<file path="config.mk">
export PLATFORM = sky130hd
export DESIGN_NAME = chronometer_display
export DESIGN_NICKNAME = d
export VERILOG_FILES = /design/src/rtl/chronometer_pkg.sv /design/src/rtl/bin2bcd_seq.sv /design/src/rtl/chronometer_display.sv
export SDC_FILE = /design/constraint.sdc
export NUM_CORES = 1
export LEC_CHECK = 0
export CORE_UTILIZATION = 60
export CTS_BUF_LIST = sky130_fd_sc_hd__clkbuf_16
export DETAILED_ROUTE_END_ITERATION = 16
export DONT_BUFFER_PORTS = 1
export MAX_ROUTING_LAYER = met4
export PLACE_DENSITY = 0.78
export SKIP_CTS_REPAIR_TIMING = 1
export SYNTH_ARGS = -nofsm -noshare
export SYNTH_HDL_FRONTEND = slang
export SYNTH_SLANG_ARGS = --single-unit
</file>
<file path="constraint.sdc">
create_clock -name clk -period 5.2 [get_ports clk]
set_input_delay 0.52 -clock clk [delete_from_list [all_inputs] [get_ports clk]]
set_output_delay 0.52 -clock clk [all_outputs]
set_load 0.02 [all_outputs]
</file>
<file path="src/rtl/chronometer_pkg.sv">
// Shared definitions for the chronometer display slice.
//   - nibble / segment widths
//   - converter FSM state encoding
//   - seven-segment decoder (active-high, {g,f,e,d,c,b,a}); non-decimal nibbles blank
package chronometer_pkg;

  localparam int NIBBLE_W = 4;
  localparam int SEG_W    = 7;

  typedef enum logic [1:0] {
    IDLE  = 2'd0,
    SHIFT = 2'd1,
    DONE  = 2'd2
  } convState_t;

  function automatic logic [SEG_W-1:0] sevenSegDecode(input logic [NIBBLE_W-1:0] nibble);
    case (nibble)
      4'd0:    return 7'b0111111;
      4'd1:    return 7'b0000110;
      4'd2:    return 7'b1011011;
      4'd3:    return 7'b1001111;
      4'd4:    return 7'b1100110;
      4'd5:    return 7'b1101101;
      4'd6:    return 7'b1111101;
      4'd7:    return 7'b0000111;
      4'd8:    return 7'b1111111;
      4'd9:    return 7'b1101111;
      default: return 7'b0000000;
    endcase
  endfunction

endpackage

</file>
<file path="src/rtl/bin2bcd_seq.sv">
// Sequential double-dabble binary-to-BCD converter.
// Ports:
//   clk    in   system clock
//   reset  in   synchronous, active-high reset (aborts a conversion in flight)
//   start  in   sampled in IDLE; 1 captures bin and begins a conversion
//   bin    in   WIDTH-bit binary value
//   busy   out  1 while a conversion is in SHIFT or DONE
//   done   out  one-cycle pulse, bcd updated in the same cycle
//   bcd    out  DIGITS packed BCD nibbles, digit0 = bcd[3:0]; only written in DONE
module bin2bcd_seq
  import chronometer_pkg::*;
#(
  parameter int WIDTH  = 10,
  parameter int DIGITS = 4
) (
  input  logic                       clk,
  input  logic                       reset,
  input  logic                       start,
  input  logic [WIDTH-1:0]           bin,
  output logic                       busy,
  output logic                       done,
  output logic [NIBBLE_W*DIGITS-1:0] bcd
);

  localparam int BCD_W = NIBBLE_W * DIGITS;
  localparam int CNT_W = $clog2(WIDTH + 1);

  convState_t         state;
  logic [WIDTH-1:0]   shiftReg;
  logic [BCD_W-1:0]   scratch;
  logic [BCD_W-1:0]   adjusted;
  logic [CNT_W-1:0]   bitCount;

  // Add-3 correction on every nibble that would overflow past 9 after doubling.
  always_comb begin
    // NOTE: always_comb outputs get a full default first so no path leaves them unassigned (no latch).
    adjusted = scratch;
    for (int i = 0; i < DIGITS; i++) begin
      if (scratch[i*NIBBLE_W +: NIBBLE_W] >= 4'd5)
        adjusted[i*NIBBLE_W +: NIBBLE_W] = scratch[i*NIBBLE_W +: NIBBLE_W] + 4'd3;
    end
  end

  assign busy = (state != IDLE);

  // NOTE: sequential state uses non-blocking assignments only, so every register sees pre-edge values.
  always_ff @(posedge clk) begin
    if (reset) begin
      state <= IDLE;
      bcd   <= '0;
      done  <= 1'b0;
      // NOTE: shiftReg/scratch/bitCount are deliberately left out of reset; they are
      // always reloaded in IDLE before use, so resetting them buys nothing.
    end else begin
      done <= 1'b0;
      case (state)
        IDLE: begin
          if (start) begin
            shiftReg <= bin;
            scratch  <= '0;
            bitCount <= '0;
            state    <= SHIFT;
          end
        end
        SHIFT: begin
          scratch  <= {adjusted[BCD_W-2:0], shiftReg[WIDTH-1]};
          shiftReg <= shiftReg << 1;
          bitCount <= bitCount + CNT_W'(1);
          if (bitCount == CNT_W'(WIDTH - 1))
            state <= DONE;
        end
        DONE: begin
          bcd   <= scratch;
          done  <= 1'b1;
          state <= IDLE;
        end
        default: state <= IDLE;
      endcase
    end
  end

endmodule

</file>
<file path="src/rtl/chronometer_display.sv">
// Chronometer display back end: converts the binary recordTimer count to BCD and
// scans the digits onto a multiplexed NUM_DIGITS-digit 7-segment display.
// Ports:
//   clk            in   system clock
//   resetDisplay   in   synchronous, active-high reset
//   recordTimer    in   binary count from the chronometer
//   holdDisplay    in   1: stop sampling recordTimer (lap hold); a running conversion still finishes
//   bcdDigits      out  latched BCD value, digit0 = bits[3:0]
//   conversionDone out  one-cycle pulse when bcdDigits is updated
//   segments       out  {g,f,e,d,c,b,a}, active-low when COMMON_ANODE=1
//   anodes         out  one-hot digit enable, active-low when COMMON_ANODE=1
module chronometer_display
  import chronometer_pkg::*;
#(
  parameter int FREQ_IN             = 12000000,
  parameter int LIMIT_RECORD_TIMER  = 1000,
  parameter int SIZE_RECORD_TIMER   = $clog2(LIMIT_RECORD_TIMER),
  parameter int NUM_DIGITS          = 4,
  parameter int REFRESH_HZ          = 1000,
  parameter int COMMON_ANODE        = 1,
  parameter int BLANK_LEADING_ZEROS = 1
) (
  input  logic                           clk,
  input  logic                           resetDisplay,
  input  logic [SIZE_RECORD_TIMER-1:0]   recordTimer,
  input  logic                           holdDisplay,
  output logic [NIBBLE_W*NUM_DIGITS-1:0] bcdDigits,
  output logic                           conversionDone,
  output logic [SEG_W-1:0]               segments,
  output logic [NUM_DIGITS-1:0]          anodes
);

  localparam int PRESCALE = FREQ_IN / (REFRESH_HZ * NUM_DIGITS);
  localparam int PRE_W    = (PRESCALE > 1) ? $clog2(PRESCALE) : 1;
  localparam int IDX_W    = (NUM_DIGITS > 1) ? $clog2(NUM_DIGITS) : 1;

  // Output polarity helpers; reset shows digit 0 as "0".
  localparam logic [NUM_DIGITS-1:0] ANODE_RESET =
    (COMMON_ANODE != 0) ? ~NUM_DIGITS'(1) : NUM_DIGITS'(1);
  localparam logic [SEG_W-1:0] SEG_RESET =
    (COMMON_ANODE != 0) ? ~sevenSegDecode(4'd0) : sevenSegDecode(4'd0);

  logic                  convBusy;
  logic                  startConv;
  logic [PRE_W-1:0]      prescaler;
  logic [IDX_W-1:0]      scanIndex;
  logic [NIBBLE_W-1:0]   curNibble;
  logic                  curBlank;
  logic                  zeroAbove;
  logic [SEG_W-1:0]      segHigh;
  logic [NUM_DIGITS-1:0] anodeHigh;

  // Free-running conversion: a new sample is requested whenever the converter is idle
  // and the display is not held.
  assign startConv = !holdDisplay && !convBusy;

  bin2bcd_seq #(
    .WIDTH  (SIZE_RECORD_TIMER),
    .DIGITS (NUM_DIGITS)
  ) uConv (
    .clk   (clk),
    .reset (resetDisplay),
    .start (startConv),
    .bin   (recordTimer),
    .busy  (convBusy),
    .done  (conversionDone),
    .bcd   (bcdDigits)
  );

  // Select the scanned digit and decide leading-zero blanking. zeroAbove walks from the
  // top digit down and stays 1 only while every digit from the top to i is zero.
  always_comb begin
    curNibble = '0;
    curBlank  = 1'b0;
    zeroAbove = 1'b1;
    for (int i = NUM_DIGITS - 1; i >= 0; i--) begin
      zeroAbove = zeroAbove && (bcdDigits[i*NIBBLE_W +: NIBBLE_W] == 4'd0);
      if (scanIndex == IDX_W'(i)) begin
        curNibble = bcdDigits[i*NIBBLE_W +: NIBBLE_W];
        curBlank  = (BLANK_LEADING_ZEROS != 0) && (i != 0) && zeroAbove;
      end
    end
  end

  assign segHigh   = curBlank ? '0 : sevenSegDecode(curNibble);
  assign anodeHigh = NUM_DIGITS'(1) << scanIndex;

  always_ff @(posedge clk) begin
    if (resetDisplay) begin
      prescaler <= '0;
      scanIndex <= '0;
      anodes    <= ANODE_RESET;
      segments  <= SEG_RESET;
    end else begin
      if (prescaler == PRE_W'(PRESCALE - 1)) begin
        prescaler <= '0;
        scanIndex <= (scanIndex == IDX_W'(NUM_DIGITS - 1)) ? '0 : scanIndex + IDX_W'(1);
      end else begin
        prescaler <= prescaler + PRE_W'(1);
      end
      anodes   <= (COMMON_ANODE != 0) ? ~anodeHigh : anodeHigh;
      segments <= (COMMON_ANODE != 0) ? ~segHigh   : segHigh;
    end
  end

endmodule

</file>
==> reports/results.env <==
SYNTHDISTINCTLIBCELLS=41
DIE_AREA_SQ_UM=6180
SYNTHDOMINANTCELLAREASHARE=0.256
FIRST_GLOBAL_VIAS=2340
PLACEMENTROWS=27
DRT.ANTENNA.VIOLATING_NETS=0
FINAL_DESIGN_UTILIZATION=0.681
TOTALWIRELENGTH_MICRONS=6270
FOOTPRINT_OF_THE_FLIP_FLOPS_AND_LATCHES_SQ_UM=1780
IO_BUFFER_COUNT=0
SYNTH_AREA_PER_CELL_SQ_UM=9.70
SYNTH-EDFF-COUNT=30
SYNTH-COMPOUND-AREA-SHARE=0.0963
TIMING.CRITICAL_PATH.REQUIRED_NS=5.40
CLOCK_ROOT_BUFFER='sky130_fd_sc_hd__clkbuf_16'
BOUNDARYPINS=41
WORST_SETUP_PATH_ENDPOINT='segments[3]'
CLK_TRANSITION_REPORTED_PATHS_NS=0.06
SYNTH_WARNINGS=0
DR_TOTAL_VIAS=2436
CTS_BUFFERS=9
MAXIMUM_NUMBER_OF_PINS_ON_ONE_NET_BEFORE_GLOBAL_ROUTE_REPAIR=36
POST-ROUTE-PERIOD-UTIL=0.450
TIMING.CRITICAL_PATH.SLOWEST_STAGE_CELL='sky130_fd_sc_hd__dfxtp_1'
PWR_DENSITY_CELL_nW_PER_UM2=332
FIN_TNS_SETUP_NS=0
CRIT_PATH_FREQUENT_CELL='sky130_fd_sc_hd__inv_1'
SKEW_NS=0.00734
SYNTH_FP_NETS=396
MIN_PATH_CELLS=1
CTS_TREE='built'
GRT_ANTENNA_BEFORE_REPAIR=0
WL_PER_CELL_MICRONS=14.3
SETUP_WS_NS=2.86
HPWL_MICRONS=4310
SYNTH.FF_LATCH_COUNT=74
MAX_CAP_VIOLATIONS=0
FILLER_CELL_COUNT=419
FINAL_LAYOUT_SIZE_SUFFIX_GT1_FRAC=0.0902
TIMING.SETUP.CRITICAL_PATH_CLASS='register to register'
SETUP.WORST_PATH.START_CLASS='register'
LARGEST_FAMILY_OF_LOGIC_CELLS_BY_SYNTHESIZED_AREA='simple AND/OR/NAND/NOR gates'
SYN_TO_FINAL_GROWTH_PCT=7.86
DR.FIRST_ITER.DRC_COUNT=221
GRT_PASS1_WL_MICRONS=10800
CRIT_PATH_MAX_INCR_DELAY_NS=0.39
CLOCK_SINKS=74
SYNTH.LARGEST_AREA_CELL='sky130_fd_sc_hd__edfxtp_1'
POST_LAYOUT_NETS=394
VIAS_PER_INST=5.56
FIN_CRIT_NS=2.34
POSTSYNTH.ASYNCRESETSHARE=0
MAX_FREQ_MHz=427
CRIT_ARRIVAL_NS=2.54
CTS_MAX_PATH_BUFS=2
BASIC_GATE_SHARE_OF_THE_SYNTHESIZED_AREA_COUNTING_AND_OR_NAND_AND_NOR_CELLS=0.181
TIMING.FINAL.SETUP_VIOLATIONS=0
NUMBER_OF_INSERTED_DIODES=0
START_UTIL=0.631
RR_STARTPOINT='scanIndex[0]'
FIRST_PASS_ITERS=4
DRC=0
SYNTH_COMMON_CELLS='sky130_fd_sc_hd__nand2_1, sky130_fd_sc_hd__nor2_1, sky130_fd_sc_hd__dfxtp_1'
MAX-VDD-IR-DROP_uV=213
SYNTHXORXNORAREAFRAC=0.0498
MULTI_INPUT_AREA_SQ_UM=1560
SYNTH.YOSYS.SEQ_AREA_SHARE=0.506
SYN-INSTANCE-COUNT=363
UNREPAIRED_SETUP_ENDPOINTS_AFTER_GLOBAL_ROUTING='no'
WORST_TRAN_PIN_VALUE_NS=1.04
POST_SYNTH_FA_HA_MAJ_AREA_FRACTION=0.0711
YOSYS_MOST_USED_DFF='sky130_fd_sc_hd__dfxtp_1'
WORSTPATHCELLLIST='inv_1 -> ha_1 -> nand3b_1 -> a31oi_1 -> inv_1 -> ha_1 -> inv_1 -> nor2_1 -> o21ai_0 -> a21oi_1'
CORE_REGION_AREA_SQ_UM=5570
MAPPEDNETLISTAREA_SQ_UM=3520
SETUP.WORST_PATH.END_CLASS='register'
DIE-WIDTH_MICRONS=78.6
GRT-OVFL-TOTAL=0
GLOBALPLACE.CONGESTION=0.831
FINAL_MAX_SLEW_VIOL_COUNT=0
HP-CLASS='primary input to register'
WORST-PATH-MAX-FANOUT=10
DP.CELLS=422
GLOBALROUTETOTALUTIL=0.234
REG2REGPATHDEPTH=10
FINAL_CELLS=438
POST-PLACE-WS_NS=2.87
R2R_SETUP_SLACK_NS=2.86
HEIGHT_OF_THE_CHIP_MICRONS=78.6
FINALHOLDVIOLATIONS=0
SLEW_HEADROOM=0.305
STATUS='finished, final reports clean'
WORSTSKEWPAIRLATENCY_NS=0.33
POWER.STATIC_LEAKAGE_nW=1.42
SYNTH.AREA.TOP_CELLS='sky130_fd_sc_hd__edfxtp_1, sky130_fd_sc_hd__dfxtp_1, sky130_fd_sc_hd__ha_1'
HTREE_NUM_LEVELS=3
SYNTHMUXAREASHARE=0.0430
WORST_SETUP_PATH_STARTPOINT='scanIndex[0]'
REG2REG_TO='segments[3]'
-- worst min path at each step --
stage	from	end	slack, ns
6_report	resetDisplay	segments[2]	0.26
5_1_grt	resetDisplay	segments[2]	0.24
4_1_cts	resetDisplay	segments[2]	0.25
3_5_place_dp	prescaler[0]	prescaler[0]	0.45
3_3_place_gp	prescaler[0]	prescaler[0]	0.44
2_1_floorplan	prescaler[0]	prescaler[0]	0.43
-- where the power goes --
group	switching (mW)	internal, mW	leakage (nW)	total, mW
Combinational	0.0390	0.0306	0.626	0.0696
Clock	0.227	0.317	0.142	0.544
Sequential	0.0166	0.629	0.648	0.646
Total	0.282	0.977	1.42	1.26
-- layer usage --
layer / part of all wire / global-route usage / up-vias
met5: 0 / - / -
met4: 0.018 / 0.115 / 0
met3: 0.050 / 0.0453 / 11
met2: 0.50 / 0.384 / 54
met1: 0.44 / 0.274 / 1152
li1: - / - / 1219
-- layout make-up --
type,count,area share
flip-flops and latches,74,0.469
multi-input cells,252,0.412
clock buffers,9,0.0593
well taps,72,0.0237
inverters,22,0.0218
clock inverters,7,0.00989
repair buffers,2,0.00396
-- critical path, delay by kind of cell, from the launching register on --
kind	cells	cell delay, ns
AO/OA/AOI/OAI	3	0.66
flip-flops	1	0.39
AND/OR/NAND/NOR	2	0.24
adder cells (fa/ha/maj)	2	0.65
buffers and inverters	3	0.30
-- cell usage in the layout, fill, tap and decap left out, types with 3 or more instances in the layout --
| master | count |
|---|---|
| sky130_fd_sc_hd__ha_1 | 20 |
| sky130_fd_sc_hd__edfxtp_1 | 30 |
| sky130_fd_sc_hd__nand2_1 | 49 |
| sky130_fd_sc_hd__a21oi_1 | 34 |
| sky130_fd_sc_hd__nor4_1 | 5 |
| sky130_fd_sc_hd__clkinv_2 | 3 |
| sky130_fd_sc_hd__xor2_1 | 8 |
| sky130_fd_sc_hd__mux2_2 | 9 |
| sky130_fd_sc_hd__nor3_1 | 6 |
| sky130_fd_sc_hd__mux2i_1 | 5 |
| sky130_fd_sc_hd__nor2b_1 | 3 |
| sky130_fd_sc_hd__nand3b_1 | 4 |
| sky130_fd_sc_hd__clkbuf_16 | 9 |
| sky130_fd_sc_hd__nor3b_1 | 3 |
| sky130_fd_sc_hd__xnor2_1 | 12 |
| sky130_fd_sc_hd__inv_1 | 24 |
| sky130_fd_sc_hd__o21ai_0 | 7 |
| sky130_fd_sc_hd__nand3_1 | 9 |
| sky130_fd_sc_hd__nand2b_1 | 8 |
| sky130_fd_sc_hd__dfxtp_1 | 44 |
| sky130_fd_sc_hd__nor2_1 | 49 |
-- cells by family (layout without fill, tap and decap cells) --
family,count (synthesis),in the layout
AOI/OAI and AO/OA,56,56
xor gates and xnor gates,20,20
adders and majority gates,20,20
buffers and inverters,37,40
DFF,74,74
muxes,14,14
and+or+nand+nor,142,142
-- state kept, by name, indices dropped and copies added, names as in the netlist --
signal,cells
anodes,4
uConv.bitCount,4
uConv.state,2
prescaler,12
uConv.scratch,16
uConv.bcd,16
uConv.done,1
uConv.shiftReg,10
segments,7
scanIndex,2
-- through the flow --
step / area, sq um / total power, mW / hold WS (ns)
after floorplan: 3520 / 0.716 / 0.426
after global placement: 3530 / 0.724 / 0.444
after detailed placement: 3530 / 0.727 / 0.452
after CTS: 3800 / 1.27 / 0.247
after global routing: 3800 / 1.31 / 0.241
final: 3800 / 1.26 / 0.256
No activity file was read; power rests on OpenSTA's default activity.
